**src/rtl/hazard_unit_mc_if.sv**
```systemverilog
// Pipeline hazard bus: datapath stage fields in, stall/flush/forward controls and MDU status out.
// master = datapath side, slave = hazard controller.
interface hazard_unit_mc_if #(
    parameter int AW     = 5,
    parameter int PERF_W = 32
);
    logic              branch_d;
    logic              jr_d;
    logic              jump_d;
    logic              pcsrc_d;
    logic              use_rs_d;
    logic              use_rt_d;
    logic [AW-1:0]     rs_d;
    logic [AW-1:0]     rt_d;
    logic [AW-1:0]     rs_e;
    logic [AW-1:0]     rt_e;
    logic              memread_e;
    logic              regwrite_e;
    logic [AW-1:0]     writereg_e;
    logic              memread_m;
    logic              regwrite_m;
    logic [AW-1:0]     writereg_m;
    logic              regwrite_w;
    logic [AW-1:0]     writereg_w;
    logic              mdu_start_e;
    logic              mdu_use_d;

    logic              stall_f;
    logic              stall_d;
    logic              flush_d;
    logic              flush_e;
    logic [1:0]        forward_ae;
    logic [1:0]        forward_be;
    logic [1:0]        forward_ad;
    logic [1:0]        forward_bd;
    logic              mdu_busy;
    logic              mdu_done;
    logic [PERF_W-1:0] stall_cycles;

    modport master (
        output branch_d, jr_d, jump_d, pcsrc_d, use_rs_d, use_rt_d,
        output rs_d, rt_d, rs_e, rt_e,
        output memread_e, regwrite_e, writereg_e,
        output memread_m, regwrite_m, writereg_m,
        output regwrite_w, writereg_w,
        output mdu_start_e, mdu_use_d,
        input  stall_f, stall_d, flush_d, flush_e,
        input  forward_ae, forward_be, forward_ad, forward_bd,
        input  mdu_busy, mdu_done, stall_cycles
    );

    modport slave (
        input  branch_d, jr_d, jump_d, pcsrc_d, use_rs_d, use_rt_d,
        input  rs_d, rt_d, rs_e, rt_e,
        input  memread_e, regwrite_e, writereg_e,
        input  memread_m, regwrite_m, writereg_m,
        input  regwrite_w, writereg_w,
        input  mdu_start_e, mdu_use_d,
        output stall_f, stall_d, flush_d, flush_e,
        output forward_ae, forward_be, forward_ad, forward_bd,
        output mdu_busy, mdu_done, stall_cycles
    );
endinterface

```
**src/rtl/hazard_unit_mc.sv**
```systemverilog
// 5-stage MIPS hazard/forwarding controller with MDU busy interlock and stall-cycle counter.
// Latency: controls are combinational, MDU/perf state updates each edge; backpressure: stall_f/stall_d hold IF/ID.
module hazard_unit_mc #(
    parameter int AW            = 5,
    parameter int MDU_CYCLES    = 32,
    parameter int WB_BRANCH_FWD = 1,
    parameter int PERF_W        = 32
) (
    input  logic           clk,
    input  logic           rst,
    hazard_unit_mc_if.slave hz
);
    localparam int CW = $clog2(MDU_CYCLES + 1);

    function automatic logic hit(input logic we, input logic [AW-1:0] wa, input logic [AW-1:0] ra);
        return we && (wa != '0) && (wa == ra);
    endfunction

    function automatic logic [1:0] fwd_ex(input logic [AW-1:0] ra);
        if (hit(hz.regwrite_m, hz.writereg_m, ra))      return 2'b10;
        else if (hit(hz.regwrite_w, hz.writereg_w, ra)) return 2'b01;
        else                                             return 2'b00;
    endfunction

    function automatic logic [1:0] fwd_id(input logic [AW-1:0] ra);
        if (hit(hz.regwrite_m, hz.writereg_m, ra))                             return 2'b10;
        else if ((WB_BRANCH_FWD != 0) && hit(hz.regwrite_w, hz.writereg_w, ra)) return 2'b01;
        else                                                                    return 2'b00;
    endfunction

    logic [CW-1:0]     cnt_q, cnt_d;
    logic              busy_q, busy_d;
    logic [PERF_W-1:0] stall_cnt_q, stall_cnt_d;

    logic rsu, rtu;
    logic lwstall, branchstall, mdu_stall, stall;

    always_comb begin
        rsu = hz.use_rs_d | hz.branch_d | hz.jr_d;
        rtu = hz.use_rt_d | hz.branch_d;

        lwstall = hz.memread_e &
                  ((rsu & hit(1'b1, hz.writereg_e, hz.rs_d)) |
                   (rtu & hit(1'b1, hz.writereg_e, hz.rt_d)));

        // A branch/jr compares in ID, so an ALU result still in EX or a load still in MEM is not yet forwardable.
        branchstall = ((hz.branch_d | hz.jr_d) &
                       (hit(hz.regwrite_e, hz.writereg_e, hz.rs_d) |
                        hit(hz.memread_m,  hz.writereg_m, hz.rs_d))) |
                      (hz.branch_d &
                       (hit(hz.regwrite_e, hz.writereg_e, hz.rt_d) |
                        hit(hz.memread_m,  hz.writereg_m, hz.rt_d)));

        mdu_stall = ~rst & hz.mdu_use_d & (busy_q | hz.mdu_start_e);
        stall     = lwstall | branchstall | mdu_stall;
    end

    assign hz.stall_f      = stall;
    assign hz.stall_d      = stall;
    assign hz.flush_e      = stall;
    assign hz.flush_d      = (hz.pcsrc_d | hz.jump_d | hz.jr_d) & ~stall;
    assign hz.forward_ae   = fwd_ex(hz.rs_e);
    assign hz.forward_be   = fwd_ex(hz.rt_e);
    assign hz.forward_ad   = fwd_id(hz.rs_d);
    assign hz.forward_bd   = fwd_id(hz.rt_d);
    assign hz.mdu_busy     = busy_q;
    assign hz.mdu_done     = busy_q && (cnt_q == CW'(1));
    assign hz.stall_cycles = stall_cnt_q;

    always_comb begin
        cnt_d       = cnt_q;
        busy_d      = busy_q;
        stall_cnt_d = stall_cnt_q;

        // A start arriving while busy is illegal upstream and deliberately ignored here (no reload).
        if (busy_q) begin
            cnt_d  = cnt_q - CW'(1);
            busy_d = (cnt_q != CW'(1));
        end else if (hz.mdu_start_e) begin
            cnt_d  = CW'(MDU_CYCLES);
            busy_d = 1'b1;
        end

        if (stall && (stall_cnt_q != {PERF_W{1'b1}})) begin
            stall_cnt_d = stall_cnt_q + PERF_W'(1);
        end
    end

    always_ff @(posedge clk) begin
        if (rst) begin
            cnt_q       <= '0;
            busy_q      <= 1'b0;
            stall_cnt_q <= '0;
        end else begin
            cnt_q       <= cnt_d;
            busy_q      <= busy_d;
            stall_cnt_q <= stall_cnt_d;
        end
    end
endmodule

```
**src/flat_wrapper.sv**
```systemverilog
// flat-port wrapper written by rule: the top's interface ports become plain ports
module hazard_unit_mc_flat 
#(
    parameter int AW            = 5,
    parameter int MDU_CYCLES    = 32,
    parameter int WB_BRANCH_FWD = 1,
    parameter int PERF_W        = 32
)
  (clk, rst, hz_branch_d, hz_jr_d, hz_jump_d, hz_pcsrc_d, hz_use_rs_d, hz_use_rt_d, hz_rs_d, hz_rt_d, hz_rs_e, hz_rt_e, hz_memread_e, hz_regwrite_e, hz_writereg_e, hz_memread_m, hz_regwrite_m, hz_writereg_m, hz_regwrite_w, hz_writereg_w, hz_mdu_start_e, hz_mdu_use_d, hz_stall_f, hz_stall_d, hz_flush_d, hz_flush_e, hz_forward_ae, hz_forward_be, hz_forward_ad, hz_forward_bd, hz_mdu_busy, hz_mdu_done, hz_stall_cycles);
  hazard_unit_mc_if #(.AW(AW), .PERF_W(PERF_W)) hz_i ();
  input  logic clk;
  input  logic rst;
  input wire logic [$bits(hz_i.branch_d)-1:0] hz_branch_d;
  input wire logic [$bits(hz_i.jr_d)-1:0] hz_jr_d;
  input wire logic [$bits(hz_i.jump_d)-1:0] hz_jump_d;
  input wire logic [$bits(hz_i.pcsrc_d)-1:0] hz_pcsrc_d;
  input wire logic [$bits(hz_i.use_rs_d)-1:0] hz_use_rs_d;
  input wire logic [$bits(hz_i.use_rt_d)-1:0] hz_use_rt_d;
  input wire logic [$bits(hz_i.rs_d)-1:0] hz_rs_d;
  input wire logic [$bits(hz_i.rt_d)-1:0] hz_rt_d;
  input wire logic [$bits(hz_i.rs_e)-1:0] hz_rs_e;
  input wire logic [$bits(hz_i.rt_e)-1:0] hz_rt_e;
  input wire logic [$bits(hz_i.memread_e)-1:0] hz_memread_e;
  input wire logic [$bits(hz_i.regwrite_e)-1:0] hz_regwrite_e;
  input wire logic [$bits(hz_i.writereg_e)-1:0] hz_writereg_e;
  input wire logic [$bits(hz_i.memread_m)-1:0] hz_memread_m;
  input wire logic [$bits(hz_i.regwrite_m)-1:0] hz_regwrite_m;
  input wire logic [$bits(hz_i.writereg_m)-1:0] hz_writereg_m;
  input wire logic [$bits(hz_i.regwrite_w)-1:0] hz_regwrite_w;
  input wire logic [$bits(hz_i.writereg_w)-1:0] hz_writereg_w;
  input wire logic [$bits(hz_i.mdu_start_e)-1:0] hz_mdu_start_e;
  input wire logic [$bits(hz_i.mdu_use_d)-1:0] hz_mdu_use_d;
  output wire logic [$bits(hz_i.stall_f)-1:0] hz_stall_f;
  output wire logic [$bits(hz_i.stall_d)-1:0] hz_stall_d;
  output wire logic [$bits(hz_i.flush_d)-1:0] hz_flush_d;
  output wire logic [$bits(hz_i.flush_e)-1:0] hz_flush_e;
  output wire logic [$bits(hz_i.forward_ae)-1:0] hz_forward_ae;
  output wire logic [$bits(hz_i.forward_be)-1:0] hz_forward_be;
  output wire logic [$bits(hz_i.forward_ad)-1:0] hz_forward_ad;
  output wire logic [$bits(hz_i.forward_bd)-1:0] hz_forward_bd;
  output wire logic [$bits(hz_i.mdu_busy)-1:0] hz_mdu_busy;
  output wire logic [$bits(hz_i.mdu_done)-1:0] hz_mdu_done;
  output wire logic [$bits(hz_i.stall_cycles)-1:0] hz_stall_cycles;
  assign hz_i.branch_d = hz_branch_d;
  assign hz_i.jr_d = hz_jr_d;
  assign hz_i.jump_d = hz_jump_d;
  assign hz_i.pcsrc_d = hz_pcsrc_d;
  assign hz_i.use_rs_d = hz_use_rs_d;
  assign hz_i.use_rt_d = hz_use_rt_d;
  assign hz_i.rs_d = hz_rs_d;
  assign hz_i.rt_d = hz_rt_d;
  assign hz_i.rs_e = hz_rs_e;
  assign hz_i.rt_e = hz_rt_e;
  assign hz_i.memread_e = hz_memread_e;
  assign hz_i.regwrite_e = hz_regwrite_e;
  assign hz_i.writereg_e = hz_writereg_e;
  assign hz_i.memread_m = hz_memread_m;
  assign hz_i.regwrite_m = hz_regwrite_m;
  assign hz_i.writereg_m = hz_writereg_m;
  assign hz_i.regwrite_w = hz_regwrite_w;
  assign hz_i.writereg_w = hz_writereg_w;
  assign hz_i.mdu_start_e = hz_mdu_start_e;
  assign hz_i.mdu_use_d = hz_mdu_use_d;
  assign hz_stall_f = hz_i.stall_f;
  assign hz_stall_d = hz_i.stall_d;
  assign hz_flush_d = hz_i.flush_d;
  assign hz_flush_e = hz_i.flush_e;
  assign hz_forward_ae = hz_i.forward_ae;
  assign hz_forward_be = hz_i.forward_be;
  assign hz_forward_ad = hz_i.forward_ad;
  assign hz_forward_bd = hz_i.forward_bd;
  assign hz_mdu_busy = hz_i.mdu_busy;
  assign hz_mdu_done = hz_i.mdu_done;
  assign hz_stall_cycles = hz_i.stall_cycles;
  hazard_unit_mc #(.AW(AW), .MDU_CYCLES(MDU_CYCLES), .WB_BRANCH_FWD(WB_BRANCH_FWD), .PERF_W(PERF_W)) u_core (.clk(clk), .rst(rst), .hz(hz_i));
endmodule
```
**config.mk**
```make
export PLATFORM = sky130hd
export DESIGN_NAME = hazard_unit_mc_flat
export DESIGN_NICKNAME = d
export VERILOG_FILES = /design/src/rtl/hazard_unit_mc_if.sv /design/src/rtl/hazard_unit_mc.sv /design/src/flat_wrapper.sv
export SDC_FILE = /design/constraint.sdc
export NUM_CORES = 1
export LEC_CHECK = 0
export ABC_CLOCK_PERIOD_IN_PS = 3000
export BUFFER_PORTS_ARGS = -buffer_cell sky130_fd_sc_hd__buf_2
export CAP_MARGIN = 20
export CORE_ASPECT_RATIO = 1.2
export CORE_MARGIN = 2
export CORE_UTILIZATION = 52
export DETAILED_ROUTE_END_ITERATION = 10
export GPL_TIMING_DRIVEN = 0
export PLACE_DENSITY = 0.91
export SETUP_SLACK_MARGIN = 0.02
export SLEW_MARGIN = 40
export SYNTH_ARGS = -nofsm -noshare
export SYNTH_HDL_FRONTEND = slang
export SYNTH_SLANG_ARGS = --single-unit
```
**constraint.sdc**
```tcl
create_clock -name clk -period 3 [get_ports clk]
set_input_delay 0.6 -clock clk [delete_from_list [all_inputs] [get_ports clk]]
set_output_delay 0.6 -clock clk [all_outputs]
set_load 0.005 [all_outputs]
```
After elaboration in Yosys (flattened, before gate mapping)
Index checks and enable logic that the tools add are counted.
{ "word_totals": {"ff_bits": 39, "output_inout_bits": 46, "wordCells": 77} }
{ "classes": {"bitwise": 23, "eq_ne": 13, "mux": 12, "reduce_logical": 24, "addsub": 2} }
{ "ops": {"columns": ["cell", "count"], "rows": [
  ["== test 5 bit", 10],
  ["adder 32 x 1 -> 32 bit, second input constant", 1],
  ["!= test 32 bit, second input constant", 1],
  ["logical AND 1 bit", 20],
  ["nonzero test 5 bit", 3],
  ["OR 1 bit", 13],
  ["2-to-1 mux 6 bit", 2],
  ["bitwise AND 1 bit", 8],
  ["2-to-1 mux 2 bit", 4],
  ["== test 6 x 1 -> 1 bit, second input constant", 1],
  ["2-to-1 mux 1 bit", 6],
  ["!= test 6 x 1 -> 1 bit, second input constant", 1],
  ["subtractor 6 x 1 -> 6 bit, second input constant", 1],
  ["inverter 1 bit", 2],
  ["nonzero test 2 bit", 1]
]} }

Longest topological paths before layout
Gate-level depths: netlist (run 1).
{ "depth": {"depth_word": 10, "depth_mapped": 10} }

Worst setup path after synthesis (run 1)
No wires, ideal clock.
{ "synth_timing": {"kind": "input port to output port", "startpoint": "input port hz_writereg_m[1]", "endpoint": "output port hz_stall_d", "arrival_time_ps": 2031, "cell_stages": 10, "path_slack_ps": 369, "cell_sequence": "buf_2 > nor3_1 > nand2_1 > a31oi_1 > nand4_1 > nor2_2 > buf_4 > buf_2 > inv_1 > buf_4"} }
{ "synth_between": {"elab_chain_len": 8, "word_cells_on_any_way": 13, "classes_between": "2 x eq/ne; 7 x bitwise; 4 x reduce/logical"} }
{ "synth_rtl": {"columns": ["element", "line_no", "rtl"], "rows": [
  ["start: declaration", "flat_wrapper.sv:28", "input wire logic [$bits(hz_i.writereg_m)-1:0] hz_writereg_m;"],
  ["nonzero test 5 bit", "hazard_unit_mc.sv:16", "return we && (wa != '0) && (wa == ra);"],
  ["logical AND 1 bit (2 in series)", "hazard_unit_mc.sv:16", null],
  ["OR 1 bit (on tied branches)", "hazard_unit_mc.sv:48, hazard_unit_mc.sv:51", null],
  ["bitwise AND 1 bit (on tied branches)", "hazard_unit_mc.sv:47, hazard_unit_mc.sv:50", null],
  ["OR 1 bit (*)", "hazard_unit_mc.sv:49", "hit(hz.memread_m, hz.writereg_m, hz.rs_d))) |"],
  ["OR 1 bit (*) (2 in series)", "hazard_unit_mc.sv:55", "stall = lwstall | branchstall | mdu_stall;"],
  ["end: declaration", "flat_wrapper.sv:34", "output wire logic [$bits(hz_i.stall_d)-1:0] hz_stall_d;"]
]} }
Mark *: on every way between the ends. The rest lies on a longest branch, timed or not.

Worst setup path after layout (run 1)
{ "layout_timing": {"startpoint": "input port hz_writereg_m[4]", "endpoint": "output port hz_stall_f"} }
{ "layout_between": {"elab_chain_len": 8, "word_cells_on_any_way": 13, "classes_between": "2 x eq/ne; 7 x bitwise; 4 x reduce/logical"} }
{ "layout_rtl": {"columns": ["element", "line_no", "rtl"], "rows": [
  ["nonzero test 5 bit", "hazard_unit_mc.sv:16", null],
  ["logical AND 1 bit (2 in series)", "hazard_unit_mc.sv:16", null],
  ["OR 1 bit (on tied branches)", "hazard_unit_mc.sv:48, hazard_unit_mc.sv:51", null],
  ["bitwise AND 1 bit (on tied branches)", "hazard_unit_mc.sv:47, hazard_unit_mc.sv:50", null],
  ["OR 1 bit (*)", "hazard_unit_mc.sv:49", null],
  ["OR 1 bit (*) (2 in series)", "hazard_unit_mc.sv:55", null],
  ["end: declaration", "flat_wrapper.sv:33", "output wire logic [$bits(hz_i.stall_f)-1:0] hz_stall_f;"]
]} }
Marked as above.

==> metrics.cfg, run 1 <==
[outcome]
status=complete, no violations

[flow_run]
drv_cap=0

[pwr]
p_comb_frac=0.215
switchingPower_uw=351
power_frac_clock=0.335
intPower_uw=846
power.total_uw=1200
switching_share=0.293
pwr_density_cell_mw_per_mm2=330
seqPwrFrac=0.450
ir_drop_uv=174
p_leak_uw=0.00144

[logic_synthesis]
ys_ff_latch=39
synth_seq_area_share=0.259
post_synth.cell_area_avg_um2=8.23
synth.area.top_cells=dfxtp_1 (26%), xor2_1 (12%), or4_1 (5.7%), a21oi_1 (4.3%), o31ai_1 (4.2%)
ys.warnings.count=0
netlist_area_mm2=0.00301
synth_edf_count=0
syn_nets=419
synth_top_cell_area_share=0.259
ys_dominant_reg_cell=dfxtp_1
ys_types=55
ys_async_sr_fraction=0
yosys.area.top_type=dfxtp_1
syn_inst=366

[critical_path]
reg2reg_depth=6
cp.arrival_ns=2.20
start_kind=input port
crit_fanout=19
rrSetupSlack_ns=0.72
startpoint=hz_writereg_m[4]
r2r-end=u_core.hz.stall_cycles[27]$_SDFFE_PP0P_
r2r_start=u_core.hz.stall_cycles[4]$_SDFFE_PP0P_
crit_path_end_kind=primary output
crit_end=hz_stall_f
crit_required_ns=2.40
critPathKind=input port to primary output

[clock_network]
htreeDepth=2
root_buffer=clkbuf_8
cts_tree=done
clkLatencyLatePin_ns=0.30
cts_buffers=5
clk_path_buf_depth=2
postCtsSetupRepairBufs=0
clock-sinks=39
clk_pin_slew_worst_paths_ns=0.08

[global_routing]
groute.usage.overall=0.260
grt_antenna_before_repair=0
grt_pass1_vias=3098
grt_pass1_wl_um=13400
overflow=0
grt_max_degree=20

[placement]
place_inst=515
gp_congestion=0.884
dp.final_hpwl_um=6510
io_buffers=85

[worst_hold_path]
hold_path.class=register to register

[sta]
fmax_mhz=357
slew_headroom=0.556
finalMaxSlewViolations=0
post-route-period-util=0.934
clock_skew_ns=0.00300
hold_viol=0
rsz0062_at_grt=no
finalSetupViolCount=0
period_minus_slack_ns=2.80
tightest_slew_ns=0.664
finalSetupTns_ns=0

[floorplanning]
dieHeight_um=87.4
boundaryPins=96
dieArea_mm2=0.00642
rows=30
initial_utilization=0.535
coreArea_mm2=0.00563
die_w_um=73.5

[route]
firstDrtPassIters=5
wl_per_cell_um=16.3
finalWirelength_um=8500
first_iter_violations=214
drc=0
ant_nets=0
avgViaCountPerCell=6.20
num_vias=3238

[layout]
areaGrowthSynthToFinish_pct=20.2
final_net_count=510
post-route-util=0.643
num_antenna_cells=0
layoutNonFillerInstCount=522
drive_gt1_frac=0.286

## critical path, cell delays in order
cell     delay (ns)
buf_2          0.17
xor2_1         0.23
nor4_2         0.09
a31oi_1        0.22
nand4_1        0.17
nor2_4         0.16
buf_6          0.21
inv_1          0.10
buf_4          0.13
buf_2          0.11
## placed cells by master (no fill, tap or decap), types with 3 or more instances in the layout
cell      synthesis  layout
a21oi_1          26      26
and3_1            3       3
and4_1            4       4
buf_2             9      93
buf_4             4       3
buf_6             5       6
clkbuf_1         10      11
clkbuf_8          0       7
dfxtp_1          39      39
ha_1              3       3
inv_1             5       5
mux2_4            6       6
nand2_1          19      19
nand3_1          14      14
nand4_1          16      16
nor2_1           27      27
nor2b_1          11      11
nor3_1           10      10
nor3b_1           3       3
nor4_1            8       8
nor4_2            4       4
o21ai_0           9       9
o31ai_1          17      17
or3_1             5       5
or4_1            23      23
xnor2_1           9       9
xor2_1           41      41
## what timing repair did
action	in CTS	in global routing
gates cloned	0	0
resized for setup	0	2
endpoints found under the setup margin	3	3
hold buffers	0	0
endpoints found under the hold margin	0	0
## stage by stage
| stage | cell area [um2] | setup WS (ns) | hold WS (ns) |
|---|---|---|---|
| after detailed placement | 3520 | -0.0932 | 0.472 |
| after CTS | 3610 | 0.128 | 0.483 |
| after global placement | 3520 | -0.0654 | 0.458 |
| after global routing | 3620 | 0.0314 | 0.513 |
| after floorplan | 3010 | 0.369 | 0.444 |
| final | 3620 | 0.197 | 0.494 |
## power groups by stage
| stage | Sequential (uW) | Clock (uW) | Combinational [uW] |
|---|---|---|---|
| finish | 538 | 400 | 258 |
| global route | 540 | 425 | 281 |
| CTS | 538 | 402 | 254 |
| detailed placement | 550 | 0 | 256 |
| global placement | 549 | 0 | 243 |
| floorplan | 548 | 0 | 160 |
## state kept, by name, indices dropped and copies added, names as in the netlist
signal,cells
u_core.hz.stall_cycles,32
u_core.hz.mdu_busy,1
u_core.cnt_q,6
## how the worst min path moves through the flow
stage / slack [ns] / from / end / cells after the start
after floorplan: 0.44 / u_core.cnt_q[5]$_SDFFE_PP0P_ / u_core.cnt_q[5]$_SDFFE_PP0P_ / 1
after global placement: 0.46 / u_core.cnt_q[3]$_SDFFE_PP0P_ / u_core.cnt_q[3]$_SDFFE_PP0P_ / 2
after detailed placement: 0.47 / u_core.cnt_q[3]$_SDFFE_PP0P_ / u_core.cnt_q[3]$_SDFFE_PP0P_ / 2
after CTS: 0.48 / u_core.cnt_q[3]$_SDFFE_PP0P_ / u_core.cnt_q[3]$_SDFFE_PP0P_ / 2
after global routing: 0.51 / u_core.hz.stall_cycles[20]$_SDFFE_PP0P_ / u_core.hz.stall_cycles[20]$_SDFFE_PP0P_ / 2
final: 0.49 / u_core.cnt_q[3]$_SDFFE_PP0P_ / u_core.cnt_q[3]$_SDFFE_PP0P_ / 2
## layout make-up
type / instances / area (um2)
tap: 64 / 80.1
sequential: 39 / 781
inverter: 5 / 18.8
clock buffer: 8 / 100
buffer: 30 / 203
multi-input combinational: 291 / 2010
fill: 480 / 2010
timing repair buffer: 85 / 425
## per-layer routing
metal	part of all wire	global-route usage
met2	0.52	0.481
met1	0.38	0.273
met5	0	0
met3	0.067	0.0428
met4	0.027	0.140
## logic make-up (layout without fill, tap and decap cells)
group | after synthesis | count (layout) | synth area share
fa+ha+maj | 3 | 3 | 0.0125
flops | 39 | 39 | 0.259
compound gates | 64 | 64 | 0.132
mux | 9 | 9 | 0.0407
simple gates | 165 | 165 | 0.336
xor+xnor | 50 | 50 | 0.145
buf+inv | 36 | 128 | 0.0739
## cell usage after synthesis, types with 2 or more instances
library cell,number
xnor2_1,9
buf_8,2
nor4b_1,2
dfxtp_1,39
nand4_1,16
and4_1,4
nor3b_1,3
nor2b_1,11
buf_2,9
or3_1,5
or4b_1,2
buf_4,4
o41ai_1,2
or4_1,23
inv_1,5
and3_1,3
o21ai_0,9
mux2_4,6
clkbuf_1,10
ha_1,3
nor4_1,8
nand3_1,14
nand2b_1,2
a21oi_1,26
o31ai_1,17
o31a_1,2
nor2_1,27
nand2_1,19
nor4_2,4
buf_6,5
mux2_2,2
nor3_1,10
xor2_1,41
(Power assumes the default switching activity.)
==> inputs of run 2 (changes only) <==
--- a/config.mk
+++ b/config.mk
@@ -12,10 +12,8 @@
 export CORE_MARGIN = 2
 export CORE_UTILIZATION = 52
 export DETAILED_ROUTE_END_ITERATION = 10
-export GPL_TIMING_DRIVEN = 0
 export PLACE_DENSITY = 0.91
 export SETUP_SLACK_MARGIN = 0.02
-export SLEW_MARGIN = 40
 export SYNTH_ARGS = -nofsm -noshare
 export SYNTH_HDL_FRONTEND = slang
 export SYNTH_SLANG_ARGS = --single-unit
==> constraint.sdc (replaced) <==
create_clock -name clk -period 3 [get_ports clk]
set_input_delay 0.6 -clock clk [delete_from_list [all_inputs] [get_ports clk]]
set_output_delay 0.6 -clock clk [all_outputs]
set_load 0.01 [all_outputs]
==> run 2 against run 1 <==
Net effect:
- global-route usage decreased by 2.6 points
- maximum frequency up 2.5%
- count of clock-buffer cells in the layout unchanged
- core utilization decreased by 1.6 points
- clock skew is 0.00075 ns higher
- clock power shrank 4%
- die area unchanged
- flip-flop and latch count stayed put
- non-clock buffer count decreased by 13
- largest power group unchanged
==> metrics.cfg, run 2 (synthesis results as in run 1) <==
[outcome]
status=complete, no violations

[global_routing]
grt.busiest_layer=met2
grt_max_degree=58
grt_pass1_vias=2918
overflow=0
grt_use_met2=0.439
grt_pass1_wl_um=12200
groute.usage.overall=0.234
grt_antenna_before_repair=0
grt_use_met3=0.0521
gr-usage-met1=0.241

[floorplanning]
die_w_um=73.5
dieArea_mm2=0.00642
coreArea_mm2=0.00563
boundaryPins=96
initial_utilization=0.535
rows=30
dieHeight_um=87.4

[route]
num_vias=3067
wl_per_cell_um=14.8
firstDrtPassIters=4
avgViaCountPerCell=6.03
finalWirelength_um=7560
drc=0
first_iter_violations=245
ant_nets=0

[layout]
fillers=482
final_common_cell=buf_2
num_antenna_cells=0
largest_reg_flops=32
seq_area_um2=781
drive_gt1_frac=0.288
multi_input_area_mm2=0.00201
final_cell_mix=buf_2 (95), xor2_1 (41), dfxtp_1 (39), nor2_1 (27), a21oi_1 (26)
areaGrowthSynthToFinish_pct=17.3
final_net_count=497

[sta]
finalMaxSlewViolations=0
rsz0062_at_grt=no
period_minus_slack_ns=2.73
fmax_mhz=366
post-route-period-util=0.911
hold_viol=0
clock_skew_ns=0.00375
finalSetupViolCount=0
setup_ws_ns=0.266
slew_headroom=0.691
tightest_slew_ns=0.459
finalSetupTns_ns=0

[flow_run]
drv_cap=0

[pwr]
pwr_density_cell_mw_per_mm2=330
power.total_uw=1160
ir_drop_uv=175
p_leak_uw=0.00141

[clock_network]
cts_tree=done
clk_pin_slew_worst_paths_ns=0.07
clk_path_buf_depth=2
cts_buffers=5
hold_buffers=0
clkLatencyLatePin_ns=0.29
cts_resized=0
htreeDepth=2
clock-sinks=39
root_buffer=clkbuf_8
postCtsSetupRepairBufs=0

[critical_path]
crit_fanout=57
cp.arrival_ns=2.13
crit_path_end_kind=primary output
crit_required_ns=2.40
start_kind=input port
critPathKind=input port to primary output

[placement]
io_buffers=95
dp.final_hpwl_um=5840
pre_cts_slack_ns=0.272
gp_congestion=0.882

[worst_hold_path]
hold_path.class=register to register

==> run 2: cell types whose count changed in the layout (fill, tap and decap cells not counted), sizes merged <==
| cell | before | now |
|---|---|---|
| buf | 104 | 102 |
| clkbuf | 19 | 8 |
==> run 2: layout make-up <==
| type | instances | share of cell area |
|---|---|---|
| Clock buffer | 8 | 0.0283 |
| Inverter | 5 | 0.00531 |
| Multi-Input combinational cell | 291 | 0.570 |
| Sequential cell | 39 | 0.221 |
| Tap cell | 64 | 0.0227 |
| Timing Repair Buffer | 102 | 0.153 |
==> run 2: path summary, 6_finish.rpt <==
check	startpoint	endpoint	slack (ns)	cells after the start
worst max register to register	u_core.hz.stall_cycles[0]$_SDFFE_PP0P_	u_core.hz.stall_cycles[15]$_SDFFE_PP0P_	0.68	8
worst max-delay path	hz_writereg_m[1]	hz_flush_d	0.27	10
worst min-delay path	u_core.cnt_q[3]$_SDFFE_PP0P_	u_core.cnt_q[3]$_SDFFE_PP0P_	0.49	2
worst min register to register	u_core.cnt_q[3]$_SDFFE_PP0P_	u_core.cnt_q[3]$_SDFFE_PP0P_	0.49	2
==> run 2: metrics by stage <==
step           std cells  hold slack, ns  instance area, um2   util
6_report             509           0.491                3530  0.628
5_1_grt              509           0.521                3530  0.628
4_1_cts              509           0.489                3530  0.628
3_5_place_dp         501           0.477                3430  0.610
3_3_place_gp         501           0.461                3430  0.610
2_1_floorplan        366           0.444                3010      -
==> run 2: layer usage <==
| layer | part of all wire | vias to the layer above |
|---|---|---|
| met5 | 0 | - |
| met4 | 0.023 | 0 |
| met3 | 0.062 | 22 |
| met2 | 0.53 | 108 |
| met1 | 0.39 | 1426 |
| li1 | - | 1511 |
==> run 2: report_power, final <==
group	switching (uW)	total, uW	internal, uW
Clock	175	385	210
Sequential	12.8	541	528
Combinational	139	239	99.4
Total	327	1160	837
==> run 2: worst max-delay path: stages <==
cell	delay, ns
buf_2	0.15
nor3_1	0.27
nand2_1	0.11
a31oi_1	0.14
nand4_1	0.16
nor2_4	0.13
buf_12	0.23
inv_1	0.11
nor2_1	0.10
buf_2	0.13
